File: src/rtl/sram_arb_pkg.sv
// ============================================================================
//  Module      : sram_arb_pkg
//  Description : Shared types and constants for the SRAM arbiter: requester
//                owner encoding, arbiter FSM states, bus widths and the
//                response tag carried from a read grant to its data return.
//  Config      : none (consumed by sram_arbiter, which honours
//                SRAM_ARB_STARVE_EN)
//  Revision    : 1.0 - initial release
// ============================================================================
`default_nettype none

package sram_arb_pkg;

   localparam int ADDR_W = 32;
   localparam int DATA_W = 64;
   localparam int STRB_W = DATA_W / 8;

   // Who owns the read response returning next cycle.
   typedef enum logic [1:0] {
      NONE = 2'd0,
      INST = 2'd1,
      DATA = 2'd2
   } owner_e;

   // ARB: normal arbitration. LOCK: data side holds the SRAM exclusively.
   typedef enum logic [0:0] {
      ARB  = 1'b0,
      LOCK = 1'b1
   } state_e;

   // Response tag; hi selects the upper instruction word of the 64-bit beat.
   typedef struct packed {
      owner_e owner;
      logic   hi;
   } tag_t;

endpackage : sram_arb_pkg

`default_nettype wire

File: src/rtl/sram_arbiter.sv
// ============================================================================
//  Module      : sram_arbiter
//  Description : Two-requester arbiter in front of one synchronous SRAM with
//                1-cycle read latency. Data has priority over instruction
//                fetch; data_lock gives the data side exclusive ownership for
//                read-modify-write sequences.
//  Config      : `define SRAM_ARB_STARVE_EN adds a saturating starvation
//                counter that forces an instruction grant after STARVE_MAX
//                consecutive refusals. Without it arbitration is strict data
//                priority and STARVE_MAX is unused.
//  Ports       : clock, reset_n             - clock, async active-low reset
//                inst_req/addr -> inst_gnt  - instruction read request/grant
//                inst_rvalid/rdata          - 32-bit instruction return
//                data_req/wen/addr/wdata    - data request (wen=0 is a read)
//                data_lock                  - hold exclusive SRAM ownership
//                data_gnt/rvalid/rdata      - data grant and 64-bit return
//                sram_en/wen/addr/wdata     - shared SRAM command
//                sram_rdata                 - SRAM read data (1 cycle later)
//  Revision    : 1.0 - initial release
// ============================================================================
`default_nettype none

module sram_arbiter
   import sram_arb_pkg::*;
#(
   parameter int STARVE_MAX = 4
) (
   input  logic              clock,
   input  logic              reset_n,
   // instruction port
   input  logic              inst_req,
   input  logic [ADDR_W-1:0] inst_addr,
   output logic              inst_gnt,
   output logic              inst_rvalid,
   output logic [31:0]       inst_rdata,
   // data port
   input  logic              data_req,
   input  logic [STRB_W-1:0] data_wen,
   input  logic [ADDR_W-1:0] data_addr,
   input  logic [DATA_W-1:0] data_wdata,
   input  logic              data_lock,
   output logic              data_gnt,
   output logic              data_rvalid,
   output logic [DATA_W-1:0] data_rdata,
   // shared SRAM
   output logic              sram_en,
   output logic [STRB_W-1:0] sram_wen,
   output logic [ADDR_W-1:0] sram_addr,
   output logic [DATA_W-1:0] sram_wdata,
   input  logic [DATA_W-1:0] sram_rdata
);

   state_e state_q, state_d;
   tag_t   tag_q, tag_d;
   logic   inst_win;   // starvation forces inst to win a contention

   // -------------------------------------------------------------------------
   // Starvation counter
   // -------------------------------------------------------------------------
`ifdef SRAM_ARB_STARVE_EN
   logic [3:0] starve_q, starve_d;

   assign inst_win = (starve_q == 4'(STARVE_MAX));

   always_comb begin
      starve_d = starve_q;
      if (!inst_req) begin
         starve_d = '0;
      end else if (state_q == LOCK) begin
         starve_d = starve_q;            // refusals under lock do not count
      end else if (inst_gnt) begin
         starve_d = '0;
      end else if (starve_q != 4'(STARVE_MAX)) begin
         starve_d = starve_q + 4'd1;
      end
   end

   always_ff @(posedge clock or negedge reset_n) begin
      if (!reset_n) begin
         starve_q <= '0;
      end else begin
         starve_q <= starve_d;
      end
   end
`else
   logic unused_starve_cfg;

   assign inst_win          = 1'b0;
   assign unused_starve_cfg = (STARVE_MAX > 0);
`endif

   // -------------------------------------------------------------------------
   // FSM: state register
   // -------------------------------------------------------------------------
   always_ff @(posedge clock or negedge reset_n) begin
      if (!reset_n) begin
         state_q <= ARB;
      end else begin
         state_q <= state_d;
      end
   end

   // -------------------------------------------------------------------------
   // FSM: next state
   // -------------------------------------------------------------------------
   always_comb begin
      state_d = state_q;
      case (state_q)
         ARB:     if (data_gnt && data_lock) state_d = LOCK;
         LOCK:    if (!data_lock)            state_d = ARB;
         default: state_d = ARB;
      endcase
   end

   // -------------------------------------------------------------------------
   // FSM: outputs (grants). Gated by reset_n so nothing is granted while the
   // asynchronous reset is held.
   // -------------------------------------------------------------------------
   always_comb begin
      inst_gnt = 1'b0;
      data_gnt = 1'b0;
      if (reset_n) begin
         if (state_q == LOCK) begin
            data_gnt = data_req;
         end else if (data_req && !(inst_req && inst_win)) begin
            data_gnt = 1'b1;
         end else if (inst_req) begin
            inst_gnt = 1'b1;
         end
      end
   end

   // -------------------------------------------------------------------------
   // SRAM command mux: only the granted requester reaches the SRAM
   // -------------------------------------------------------------------------
   always_comb begin
      sram_en    = 1'b0;
      sram_wen   = '0;
      sram_addr  = '0;
      sram_wdata = '0;
      if (data_gnt) begin
         sram_en    = 1'b1;
         sram_wen   = data_wen;
         sram_addr  = data_addr;
         sram_wdata = data_wdata;
      end else if (inst_gnt) begin
         sram_en    = 1'b1;
         sram_addr  = inst_addr;
      end
   end

   // -------------------------------------------------------------------------
   // Response tag: reads only; writes complete at grant.
   // -------------------------------------------------------------------------
   always_comb begin
      tag_d.owner = NONE;
      tag_d.hi    = 1'b0;
      if (data_gnt && (data_wen == '0)) begin
         tag_d.owner = DATA;
      end else if (inst_gnt) begin
         tag_d.owner = INST;
         tag_d.hi    = inst_addr[2];
      end
   end

   always_ff @(posedge clock or negedge reset_n) begin
      if (!reset_n) begin
         tag_q.owner <= NONE;
         tag_q.hi    <= 1'b0;
      end else begin
         tag_q <= tag_d;
      end
   end

   // -------------------------------------------------------------------------
   // Read return. Data buses are zeroed when not valid so an unknown SRAM
   // output never leaks out.
   // -------------------------------------------------------------------------
   assign inst_rvalid = (tag_q.owner == INST);
   assign data_rvalid = (tag_q.owner == DATA);
   assign inst_rdata  = !inst_rvalid ? 32'h0 :
                        tag_q.hi     ? sram_rdata[63:32] : sram_rdata[31:0];
   assign data_rdata  = data_rvalid ? sram_rdata : '0;

endmodule : sram_arbiter

`default_nettype wire

File: config.mk
export PLATFORM = sky130hd
export DESIGN_NAME = sram_arbiter
export DESIGN_NICKNAME = d
export VERILOG_FILES = /design/src/rtl/sram_arb_pkg.sv /design/src/rtl/sram_arbiter.sv
export SDC_FILE = /design/constraint.sdc
export NUM_CORES = 1
export LEC_CHECK = 0
export CORE_AREA = 8 8 152 154
export CTS_BUF_LIST = sky130_fd_sc_hd__clkbuf_16
export CTS_CLUSTER_DIAMETER = 100
export DETAILED_ROUTE_END_ITERATION = 7
export DIE_AREA = 0 0 160 162
export SLEW_MARGIN = 20
export SYNTH_ARGS = -nofsm -noshare
export SYNTH_HDL_FRONTEND = slang
export SYNTH_SLANG_ARGS = --single-unit
File: constraint.sdc
create_clock -name clock -period 2.5 [get_ports clock]
set_clock_uncertainty 0.2 [all_clocks]
set_input_delay 0.25 -clock clock [delete_from_list [all_inputs] [get_ports clock]]
set_output_delay 0.25 -clock clock [all_outputs]
set_load 0.005 [all_outputs]
Word-level counts from Yosys, hierarchy flattened
Index checks and enable logic that the tools add are counted.

operators by class
  reduce and logical (&&, ||, !) cells = 3
  mux-type cells = 22
  bitwise gates (word level) = 1
  equality and inequality tests = 2

operator list
  cell                                                 number
  two-way mux 32 bit                                   4
  two-way mux 64 bit                                   2
  two-way mux 1 bit                                    12
  logical NOT 8 bit                                    1
  two-way mux 8 bit                                    1
  two-way mux 2 bit                                    2
  equality test 2 x 1 -> 1 bit, second input constant  1
  equality test 2 bit, second input constant           1
  logical AND 1 bit                                    2
  one-hot mux 1 bit (2 select lines)                   1
  inverter 1 bit                                       1

storage, ports and cells
  flip-flop bits (word level) = 4
  output and inout port bits = 205
  input port bits = 205
  logic and storage cells = 31

Longest topological paths before layout
Gate-level depths: netlist of run 1.

  depth in word-level cells = 6
  gate-level depth with buffers = 4
  depth with buffers taken out = 2

Least setup slack after synthesis of run 1
Ideal clock, no wire load.

  kind = register to output
  start point = register state_q
  end point = output port sram_addr[23]
  buffers on the path = 2
  stages on the path, launching flop included = 5
  data arrival time = 1.006 ns
  required time = 2.050 ns
  setup slack = 1.044 ns
  cells stage by stage = dfrtp_1 and4bb_1 buf_6 buf_6 a22o_1

on the way
  longest elaborated chain between the ends = 4
  elaborated cells on any way between the ends = 6
  those cells by class = 6 x mux

RTL lines
  what                      line                 RTL
  start: declaration        sram_arbiter.sv:53   state_e state_q, state_d;
  start signal: assignment  sram_arbiter.sv:99   state_q <= state_d;
  two-way mux 1 bit         sram_arbiter.sv:123  if (state_q == LOCK) begin
  two-way mux 1 bit         sram_arbiter.sv:122  if (reset_n) begin
  via inst_gnt              sram_arbiter.sv:33   output logic inst_gnt,
  two-way mux 32 bit        sram_arbiter.sv:146  end else if (inst_gnt) begin
  two-way mux 32 bit        sram_arbiter.sv:141  if (data_gnt) begin
  end: declaration          sram_arbiter.sv:48   output logic [ADDR_W-1:0] sram_addr,

The timed path passes the listed nets, and every way through them passes these cells.

Final worst setup path of run 1
  start point = input port inst_req
  end point = output port sram_addr[1]

on the way
  longest elaborated chain between the ends = 6

RTL lines
  what                line                 RTL
  start: declaration  sram_arbiter.sv:31   input logic inst_req,
  two-way mux 1 bit   sram_arbiter.sv:127  end else if (inst_req) begin
  two-way mux 1 bit   sram_arbiter.sv:125  end else if (data_req && !(inst_req && inst_win)) begin
  two-way mux 1 bit   sram_arbiter.sv:123
  two-way mux 1 bit   sram_arbiter.sv:122
  two-way mux 32 bit  sram_arbiter.sv:146
  two-way mux 32 bit  sram_arbiter.sv:141

Every way passes these cells.

==> metrics.yaml, run 1 <==
status:
  status: "finished, final reports clean"
logic_synthesis:
  ys_seq_elements: 4
  synth_seq_area_share_pct: 5.076
  synth_area_mm2: 0.001972
  ys_warn_count: 0
  avgSynthCellArea_um2: 6.871
  synth_nets: 492
  synth_cells: 287
  ys_types: 18
power:
  total_power_w: 0.001064
  power.leakage_nw: 2.568
  ir_worst_vdd_mv: 0.2198
  power_density_mw_per_mm2: 164.7
setup_path:
  setup.worst_path.start: "inst_req"
  arrival_ns: 1.93
  timing.reg2reg.setup_slack_ns: 1.17
  worstSetupStartpointType: "input port"
  crit_path_end_kind: "output pin"
  cp.required_ns: 2.05
  r2r_start: "state_q"
  reg2regPathDepth: 3
  timing.rr.end: "tag_q[0]"
  crit_type: "input port to output pin"
  crit_fanout: 35
sta:
  hold_ws_ns: 0.1864
  grt_setup_unrepaired: "false"
  fin_crit_sh_pct: 95.26
  tightest_slew_ns: 0.4661
  tns_ns: 0
  max_freq_mhz: 419.9
  slew_viol_final: 0
  maxSlewHeadroom_pct: 68.92
  min_period_ns: 2.381
  setup_viol: 0
  hold_violations: 0
placed_design:
  place_inst: 943
  port_buffers: 409
  gp_congestion: 0.8226
  post_dp_cell_area_mm2: 0.006340
  dp_hpwl_mm: 14.34
cells_and_area:
  multi_input_area_mm2: 0.001662
  n_antenna_cell: 0
  stdcell_count: 949
  fillCellCount: 2220
  ff_latch_area_um2: 103.9
  stdcell_area_mm2: 0.006459
  final_cell_mix: "407 x clkdlybuf4s50_1, 73 x and3_1, 66 x and2_1"
  nNetsFinal: 880
  syn_to_final_growth_pct: 227.5
  final_common_cell: "clkdlybuf4s50_1"
  drive_gt1_share_pct: 3.116
floorplan:
  die_w_um: 160
  die_area_mm2: 0.02592
  start_util_pct: 9.531
  row_count: 53
  ioPinCount: 410
  die_h_um: 162
  core_region_area_mm2: 0.02069
routing:
  routedWlPerCell_um: 17.81
  drtIter0Drc: 211
  drcViolationCount: 0
  detail-route-antenna-nets: 0
  routed_wl_mm: 16.90
  drtPass1Iterations: 4
  num_vias: 3629
  via_per_inst: 3.824
grt:
  grt_use_total_pct: 11.72
  globalRoute.totalOverflow: 0
  grt_pass1_wl_mm: 24.37
  grt_max_degree: 66
  antenna_found_initial: 0
  grt_pass1_vias: 3868
clocking:
  cts_buffers: 3
  clock_latency_ns: 0.22
  cts.clk_slew.worst_paths_ns: 0.03
  cts_sinks: 4
  cts.path.max_buffers: 2
  post-cts-setup-buffers: 0
  clock-root-buffer: "clkbuf_16"
  cts_tree: "yes"
  h-tree-depth: 1
min_path:
  hp-class: "input port to async pin"
flow_run:
  maxCapViolCount: 0
-- report_power, final --
| group | switching, W | leakage [nW] | internal [W] |
|---|---|---|---|
| clock network | 0.0000508 | 0.0423 | 0.000207 |
| logic | 0.000216 | 2.47 | 0.000516 |
| registers | 0.00000654 | 0.0525 | 0.0000675 |
-- worst max-delay path by stage --
stage / slack (ns) / endpoint
after CTS: 0.02 / sram_wdata[21]
after global placement: 0.14 / sram_addr[1]
after floorplan: 1.04 / sram_addr[23]
after global routing: 0.04 / inst_rdata[30]
after detailed placement: 0.14 / sram_addr[3]
final: 0.12 / sram_addr[1]
-- per-layer routing --
metal	up-vias	GRT usage (%)	part of all wire (%)
met3	8	5.315	11
met1	1605	12.78	37
met5	-	0	0
met2	235	21.22	51
li1	1781	-	-
met4	0	1.020	0.62
-- stage by stage --
step	worst slack, ns	utilization (%)
5_1_grt	0.03692	31.22
4_1_cts	0.02234	31.08
3_3_place_gp	0.1399	30.64
2_1_floorplan	1.044	-
6_report	0.1186	31.22
3_5_place_dp	0.1417	30.64
-- worst max-delay path: stages --
cell,delay (ns)
clkdlybuf4s50_1,0.48
and4bb_1,0.25
buf_12,0.20
a22o_1,0.20
clkdlybuf4s50_1,0.53
-- sequential cells by signal, summed over array words and instances, names as in the netlist --
| signal | flops |
|---|---|
| state_q | 1 |
| tag_q | 3 |
-- cell usage after synthesis (all sizes together) --
library cell	instances	area, µm²
mux2i	32	320.3
nor4	2	12.51
and3	73	456.7
nand2b	1	6.260
and4bb	2	25.02
clkbuf	16	60.06
and2	66	412.9
dfrtp	4	100.1
or2	1	6.260
buf	23	153.9
nor2	32	120.1
nor2b	1	6.260
inv	1	3.750
o21a	1	7.510
a22o	32	280.3
-- kinds of logic (layout without fill, tap and decap cells) --
| logic type | count (synthesis) | in the layout | share of synthesized area [%] |
|---|---|---|---|
| AO/OA/AOI/OAI | 33 | 33 | 14.59 |
| AND/OR/NAND/NOR | 178 | 178 | 53.05 |
| flip-flops | 4 | 4 | 5.076 |
| buffers and inverters | 40 | 427 | 11.04 |
| multiplexers | 32 | 32 | 16.24 |
-- timing repair --
item | in CTS | in global routing
hold buffers | 1 | 0
cloned | 0 | 1
hold endpoints to repair | 4 | 0
gates resized for setup | 1 | 1
setup endpoints to repair | 12 | 8
-- final cells by class --
type / instances / share of cell area (%)
Sequential cell: 4 / 1.608
Multi-Input combinational cell: 243 / 25.73
Inverter: 1 / 0.05812
Tap cell: 275 / 5.327
Clock inverter: 1 / 0.05812
Clock buffer: 3 / 1.162
Timing Repair Buffer: 422 / 66.06
Note: power is estimated with default switching activity, not from simulation.
==> run 2: changes to the inputs <==
- CAP_MARGIN: not set -> 20
- SLEW_MARGIN: 20 -> not set
==> results of run 2 <==
Final layout, timing and power as in run 1 (identical DEF).
